### src/rtl/pc_sequencer.sv
// pc_sequencer: owns the program counter and sequences instruction fetch.
// Latency: a redirect or sequential advance takes effect on the edge the fetch is accepted (or at once if no fetch is outstanding).
// Backpressure: imem_ready low holds pc/imem_addr; stall drops imem_req; one redirect is buffered while a fetch waits.
//
// Ports:
//   clk, reset                       clock and synchronous active-high reset
//   imem_req/imem_addr/imem_ready    fetch handshake to instruction memory
//   fetch_valid                      imem_req & imem_ready
//   stall                            pipeline stall, suppresses imem_req
//   branch_taken/branch_offset       PC-relative branch (signed word offset)
//   jump/jump_target                 absolute jump (26-bit index)
//   jr/jr_target                     register jump
//   exception                        redirect to EXC_VECTOR, captures epc
//   pc, pc_plus4, epc, misaligned    architectural state outputs
module pc_sequencer #(
  parameter logic [31:0] RESET_VECTOR = 32'h0000_0000,
  parameter logic [31:0] EXC_VECTOR   = 32'h8000_0180
) (
  input  logic        clk,
  input  logic        reset,
  output logic        imem_req,
  output logic [31:0] imem_addr,
  input  logic        imem_ready,
  output logic        fetch_valid,
  input  logic        stall,
  input  logic        branch_taken,
  input  logic [15:0] branch_offset,
  input  logic        jump,
  input  logic [25:0] jump_target,
  input  logic        jr,
  input  logic [31:0] jr_target,
  input  logic        exception,
  output logic [31:0] pc,
  output logic [31:0] pc_plus4,
  output logic [31:0] epc,
  output logic        misaligned
);

  typedef enum logic [1:0] {
    ST_RST   = 2'd0,
    ST_FETCH = 2'd1,
    ST_HALT  = 2'd2
  } state_t;

  state_t      state;

  // Single-entry redirect buffer. Priority code: 3=exception, 2=jr, 1=jump, 0=branch.
  logic        pend_vld;
  logic [1:0]  pend_pri;
  logic [31:0] pend_tgt;

  logic        redir_vld;
  logic [1:0]  redir_pri;
  logic [31:0] redir_tgt;
  logic        jr_bad;

  assign pc_plus4    = pc + 32'd4;
  assign imem_addr   = pc;
  assign imem_req    = (state == ST_FETCH) & ~stall;
  assign fetch_valid = imem_req & imem_ready;

  // Highest-priority redirect this cycle; lower ones are simply dropped.
  always_comb begin
    redir_vld = 1'b0;
    redir_pri = 2'd0;
    redir_tgt = pc_plus4;
    if (exception) begin
      redir_vld = 1'b1;
      redir_pri = 2'd3;
      redir_tgt = EXC_VECTOR;
    end else if (jr) begin
      redir_vld = 1'b1;
      redir_pri = 2'd2;
      redir_tgt = jr_target;
    end else if (jump) begin
      redir_vld = 1'b1;
      redir_pri = 2'd1;
      redir_tgt = {pc_plus4[31:28], jump_target, 2'b00};
    end else if (branch_taken) begin
      redir_vld = 1'b1;
      redir_pri = 2'd0;
      redir_tgt = pc_plus4 + {{14{branch_offset[15]}}, branch_offset, 2'b00};
    end
  end

  // A selected jr with a non-word-aligned target is fatal; an exception outranks it.
  assign jr_bad = ~exception & jr & (jr_target[1:0] != 2'b00);

  always_ff @(posedge clk) begin
    if (reset) begin
      state      <= ST_RST;
      pc         <= RESET_VECTOR;
      pend_vld   <= 1'b0;
      pend_pri   <= 2'd0;
      pend_tgt   <= 32'd0;
      epc        <= 32'd0;
      misaligned <= 1'b0;
    end else if (state != ST_HALT) begin
      // epc records the faulting pc when the exception arrives, even if it is only buffered.
      if (exception) begin
        epc <= pc;
      end
      if (jr_bad) begin
        state      <= ST_HALT;
        misaligned <= 1'b1;
      end else if (fetch_valid) begin
        if (redir_vld) begin
          pc <= redir_tgt;
        end else if (pend_vld) begin
          pc <= pend_tgt;
        end else begin
          pc <= pc_plus4;
        end
        pend_vld <= 1'b0;
      end else if (!imem_req) begin
        // No fetch outstanding (stalled or leaving RST): redirect immediately.
        if (redir_vld) begin
          pc <= redir_tgt;
        end else if (pend_vld) begin
          pc <= pend_tgt;
        end
        pend_vld <= 1'b0;
        state    <= ST_FETCH;
      end else if (redir_vld && (!pend_vld || (redir_pri >= pend_pri))) begin
        // Fetch waiting on memory: pc must stay put, so park the redirect.
        pend_vld <= 1'b1;
        pend_pri <= redir_pri;
        pend_tgt <= redir_tgt;
      end
    end
  end

endmodule
### config.mk
export PLATFORM = sky130hd
export DESIGN_NAME = pc_sequencer
export DESIGN_NICKNAME = d
export VERILOG_FILES = /design/src/rtl/pc_sequencer.sv
export SDC_FILE = /design/constraint.sdc
export NUM_CORES = 1
export LEC_CHECK = 0
export ABC_AREA = 1
export BUFFER_PORTS_ARGS = -buffer_cell sky130_fd_sc_hd__buf_2
export CORE_MARGIN = 2
export CORE_UTILIZATION = 50
export CTS_BUF_LIST = sky130_fd_sc_hd__clkbuf_8
export CTS_CLUSTER_DIAMETER = 50
export DETAILED_ROUTE_END_ITERATION = 7
export GPL_TIMING_DRIVEN = 0
export PLACE_DENSITY = 0.76
export SETUP_SLACK_MARGIN = 0.05
export SLEW_MARGIN = 10
export SYNTH_ARGS = -nofsm -noshare
export SYNTH_HDL_FRONTEND = slang
export SYNTH_SLANG_ARGS = --single-unit
export TNS_END_PERCENT = 100
### constraint.sdc
create_clock -name clk -period 4.1 [get_ports clk]
set_input_delay 0.205 -clock clk [delete_from_list [all_inputs] [get_ports clk]]
set_output_delay 0.205 -clock clk [all_outputs]
set_load 0.05 [all_outputs]
# After elaboration in Yosys (flattened, before gate mapping)
# Index checks and enable logic that the tools add are counted.
[totals]
out_inout_bits = 131
reg_bits = 102
wordCells = 58
inputBits = 82
[classes]
n_addsub = 2
n_mux = 23
bitwise = 8
n_lt_le_gt_ge = 1
reduce_logical = 11
eq_ne = 6
[ops]
columns = ["operator", "n"]
rows = [
  ["$mux W32", 10],
  ["$add A32 B3 Y32 const B", 1],
  ["$add A32 B32 Y32", 1],
  ["$mux W2", 5],
  ["$mux W1", 8],
  ["$ne A2 B1 Y1 const B", 3],
  ["$reduce_and A3 Y1", 2],
  ["$reduce_and A5 Y1", 1],
  ["$and A1 B1 Y1", 4],
  ["$not A1 Y1", 4],
  ["$reduce_and A2 Y1", 2],
  ["$reduce_and A4 Y1", 1],
  ["$ne A3 B1 Y1 const B", 1],
  ["$reduce_bool A3 Y1", 1],
  ["$eq A2 B1 Y1 const B", 1],
  ["$ge A2 B2 Y1", 1],
  ["$ne A2 B2 Y1 const B", 1],
  ["$reduce_bool A2 Y1", 1],
  ["$logic_and A1 B1 Y1", 1],
  ["$logic_not A1 Y1", 1],
  ["$logic_or A1 B1 Y1", 1],
]

# Depth between registers and ports, before layout
[logic_depth]
word_depth = 9
ltp_mapped = 24
mapped_depth_nobuf = 24

# Worst setup path after synthesis
# No wires, ideal clock.
[synth_timing]
path_type = "register to register"
startpoint = "reg pc[2] (netlist: imem_addr[2])"
endpoint = "reg pend_tgt[20]"
arrival_ns = 3.622
synth_period_minus_slack_ns = 3.737
slack_ns = 0.363
required_ns = 3.985
n_path_buf = 0
setup_ns = 0.115
path_stages_with_launch = 20
path_cell_list = "dfxtp_1 > nand2_1 > nor2_4 > nand2_4 > xnor2_1 > ha_1 > nand2_1 > inv_1 > a21oi_1 > nand2_1 > nand2_1 > nand2_1 > nand2_1 > nand2_1 > nand2_1 > nand3_1 > nand2_1 > nand2_1 > o21ai_0 > inv_1"
[synth_via]
elab_chain_cells = 6
[synth_lines]
columns = ["item", "line_no", "rtl"]
rows = [
  ["from (decl)", "33", "output logic [31:0] pc,"],
  ["from (signal assigned)", "108", "pc <= redir_tgt;"],
  ["from (signal assigned)", "110", "pc <= pend_tgt;"],
  ["from (signal assigned)", "112", "pc <= pc_plus4;"],
  ["$add A32 B3 Y32", "57", "assign pc_plus4 = pc + 32'd4;"],
  ["named net pc_plus4[7]", "34", "output logic [31:0] pc_plus4,"],
  ["$add A32 B32 Y32", "82", "redir_tgt = pc_plus4 + {{14{branch_offset[15]}}, branch_offset, 2'b00};"],
  ["$mux W32", "79", "end else if (branch_taken) begin"],
  ["$mux W32", "75", "end else if (jump) begin"],
  ["$mux W32", "71", "end else if (jr) begin"],
  ["$mux W32", "67", "if (exception) begin"],
  ["to (signal assigned)", "128", "pend_tgt <= redir_tgt;"],
  ["to (decl)", "50", "logic [31:0] pend_tgt;"],
]
# The timed path passes the listed nets, and every way through them passes these cells.
# A chain may end at the register's enable or synchronous reset.

# Worst setup path after layout
[layout_timing]
startpoint = "reg pc[12] (netlist: imem_addr[12])"
endpoint = "reg pc[28] (netlist: imem_addr[28])"
[layout_via]
elab_chain_cells = 9
elab_cells_between_ends = 11
classes_between = "add/sub: 2; mux: 9"
[layout_lines]
columns = ["item", "line_no", "rtl"]
rows = [
  ["$add A32 B3 Y32 *", "57", ""],
  ["$add A32 B32 Y32", "82", ""],
  ["$mux W32", "79", ""],
  ["$mux W32", "75", ""],
  ["$mux W32", "71", ""],
  ["$mux W32", "67", ""],
  ["$mux W32", "117", "if (redir_vld) begin"],
  ["$mux W32", "115", "end else if (!imem_req) begin"],
  ["$mux W32 *", "106", "end else if (fetch_valid) begin"],
]
# Mark *: on every way between the ends. The rest lies on a longest branch, timed or not. The select of a mux whose other input is x is not followed.

==> impl_metrics.csv <==
group,metric,value,unit
pwr,p_sw_frac,0.482,
run,maxCapViolations,0,
sta,rsz0062_at_grt,"no",
cts,clkTransAtPathRegs,0.11,ns
sta,finalCritPeriodShare,0.973,
route,wl_per_cell,18.1,um
setup_path,crit_fanout,7,
sta,hold_viol,0,
cts,htreeDepth,3,
outcome,status,"finished clean",
yosys,synthFlopType,"dfxtp_1",
global_route,grt_overflow_total,0,
pwr,power.leakage,5.46,nW
route,drtPass1Iterations,6,
sta,skew,0.0204,ns
route,remaining_drc_errors,0,
pwr,clockPowerShare,0.197,
sta,timing.hold.ws,0.137,ns
sta,finalSetupViolations,0,
sta,setup_tns,0,ns
yosys,async_flop_share,0,
cts,insertion_delay,0.39,ns
yosys,yosysSeqAreaShare,0.240,
yosys,syn_area,8490,um2
setup_path,arrival,4.31,ns
placement,io_buffer_count,209,
pwr,pwr_density_cell,346,nW/um2
yosys,synth.avg_cell_area,5.96,um2
sta,max_freq,251,MHz
cells_and_area,stdcell_area,10100,um2
route,avgViaCountPerCell,5.57,
cts,clock-sinks,102,
cts,numCtsBuffers,9,
cells_and_area,final_nets,1765,
setup_path,endpoint_kind,"flip-flop",
yosys,synth-simple-area-share,0.307,
yosys,syn_inst,1425,
min_path,hp-class,"in -> reg",
yosys,synth-xor-area-share,0.0268,
cts,hold_buffers,0,
placement,gp_congestion,1.06,
global_route,antenna_found_initial,0,
sta,worst-slew-pin-transition,0.760,ns
global_route,track_usage,0.368,
floorplanning,fp.dieArea,18000,um2
pwr,seqPwrFrac,0.336,
pwr,combPwrFrac,0.467,
floorplanning,die_h,134,um
floorplanning,start_util,0.512,
floorplanning,die_w,134,um
setup_path,reg2reg_slack,0.11,ns
route,initialDrtViolationCount,1311,
route,wl,33900,um
cells_and_area,synthToLayoutAreaGrowth,18.6,%
sta,maxSlewHeadroom,0.490,
sta,period_minus_slack,3.99,ns
global_route,grt_first_pass_wirelength,51000,um
global_route,grt_max_degree,19,
cells_and_area,drive_gt1_frac,0.204,
yosys,yosysUniqueCellTypes,45,
cells_and_area,nFillCells,1748,
sta,maxSlewViolCount,0,
yosys,yosysWarnings,0,
cells_and_area,antennaDiodeCount,0,
route,vias,10400,
cells_and_area,layout_common_cells,"nand2_1 (364), buf_2 (223), inv_1 (193)",
cts,clockRootBuffer,"clkbuf_8",
yosys,synth_nets,1545,
floorplanning,rows,47,
cts,clockBufferDepth,2,
floorplanning,core-area,16600,um2
route,drtAntennaViolNets,0,
yosys,synth_fa_ha_area_frac,0.0569,
pwr,total_power,3.48,mW
cells_and_area,final_common_cell,"nand2_1",
floorplanning,io_pins,213,
yosys,synth_seq_cells,102,
setup_path,crit_type,"reg -> reg",
yosys,synth_compound_area_frac,0.217,
pwr,p_switching,1.68,mW
placement,dp.final_hpwl,27800,um
pwr,p_int,1.80,mW
setup_path,cp.required,4.43,ns
setup_path,critPathLaunchType,"flip-flop",
cells_and_area,finish.utilization,0.608,
yosys,synth_edf_count,0,
cts,cts_tree,"yes",
global_route,grt_pass1_vias,9233,
pwr,peakVddDrop,222,uV
placement,placed_area,9820,um2
yosys,synthMuxAreaShare,0,
yosys,synth_top_family_by_area,"simple AND/OR/NAND/NOR gates",
==> sequential cells by signal, summed over array words and instances, names as in the netlist <==
signal and cells:
epc 32, imem_addr 32, pend_tgt 32, pend_pri 2, state 2, misaligned 1, pend_vld 1
==> stage by stage <==
stage                     cells  worst slack, ns
after floorplan            1425            0.363
after global placement     1854          -0.0209
after detailed placement   1854          -0.0276
after CTS                  1870           0.0587
after global routing       1870           0.0338
final                      1870            0.111
==> kinds of logic after synthesis <==
| logic type | Yosys count |
|---|---|
| DFF | 102 |
| and+or+nand+nor | 617 |
| adders and majority gates | 38 |
| AOI/OAI and AO/OA | 348 |
| xor gates and xnor gates | 26 |
| buffers and inverters | 294 |
==> power groups by stage <==
stage | Combinational (mW) | Clock (mW) | Sequential [mW]
finish | 1.63 | 0.688 | 1.17
global route | 1.75 | 0.719 | 1.18
CTS | 1.60 | 0.682 | 1.17
detailed placement | 1.59 | 0 | 1.19
global placement | 1.58 | 0 | 1.19
floorplan | 0.952 | 0 | 1.37
==> Yosys cell counts (all sizes together), types with 2 or more instances <==
cell | count | area (um2)
nand2 | 374 | 1430
inv | 208 | 788
a21oi | 171 | 856
nor2 | 149 | 654
o21ai | 143 | 719
dfxtp | 102 | 2040
nand3 | 68 | 345
buf | 58 | 404
ha | 37 | 463
clkbuf | 27 | 101
xor2 | 18 | 158
nor3 | 11 | 70.1
nand4 | 10 | 62.6
o21a | 10 | 75.1
xnor2 | 8 | 70.1
a31oi | 5 | 31.3
o21bai | 5 | 37.5
o211ai | 4 | 30.0
o2111ai | 3 | 26.3
nor3b | 2 | 20.0
o221ai | 2 | 17.5
or2 | 2 | 12.5
==> routing by layer <==
layer | wire [um] | part of all wire | vias up | GRT usage
met1 | 14700 | 0.43 | 4741 | 0.528
met2 | 14600 | 0.43 | 611 | 0.561
met5 | 0 | 0 | - | 0
met4 | 1120 | 0.033 | 0 | 0.123
met3 | 3470 | 0.10 | 77 | 0.0605
li1 | - | - | 4982 | -
==> worst paths after layout <==
kind	start	cells past startpoint	end
min	jr_target[0]	3	pend_tgt[0]
max reg2reg	imem_addr[12]	20	imem_addr[28]
min reg2reg	pend_pri[1]	2	pend_pri[1]
max	imem_addr[12]	20	imem_addr[28]
==> repair_timing <==
| action | 4_1_cts | 5_1_grt |
|---|---|---|
| endpoints found under the setup margin | 5 | 34 |
| endpoints found under the hold margin | 0 | 0 |
| buffers inserted | 0 | 0 |
| gates resized for setup | 3 | 10 |
==> final cells by class <==
| type | instances | area, um2 | share of cell area |
|---|---|---|---|
| Sequential cell | 102 | 2040 | 0.203 |
| Inverter | 209 | 792 | 0.0786 |
| Multi-Input combinational cell | 1029 | 5210 | 0.517 |
| Clock buffer | 10 | 138 | 0.0137 |
| Buffer | 85 | 505 | 0.0502 |
| Timing Repair Buffer | 209 | 1050 | 0.104 |
| Tap cell | 220 | 275 | 0.0273 |
| Clock inverter | 6 | 67.6 | 0.00670 |
==> critical path, cell delays in order, from the launching register on <==
cell	delay, ns
dfxtp_1	0.51
nand2_1	0.20
nor3_2	0.27
nand3_1	0.22
nor2_4	0.22
xor2_4	0.27
inv_1	0.09
ha_1	0.36
nand2_1	0.22
inv_1	0.06
nand2_1	0.07
nand2_1	0.12
a21oi_1	0.32
nor2_1	0.08
nor2_1	0.23
nand2_1	0.09
nand2_1	0.07
nand3_1	0.09
nand2_1	0.10
nand3_1	0.16
a21oi_1	0.17
Power figures use the tool's default switching activity.
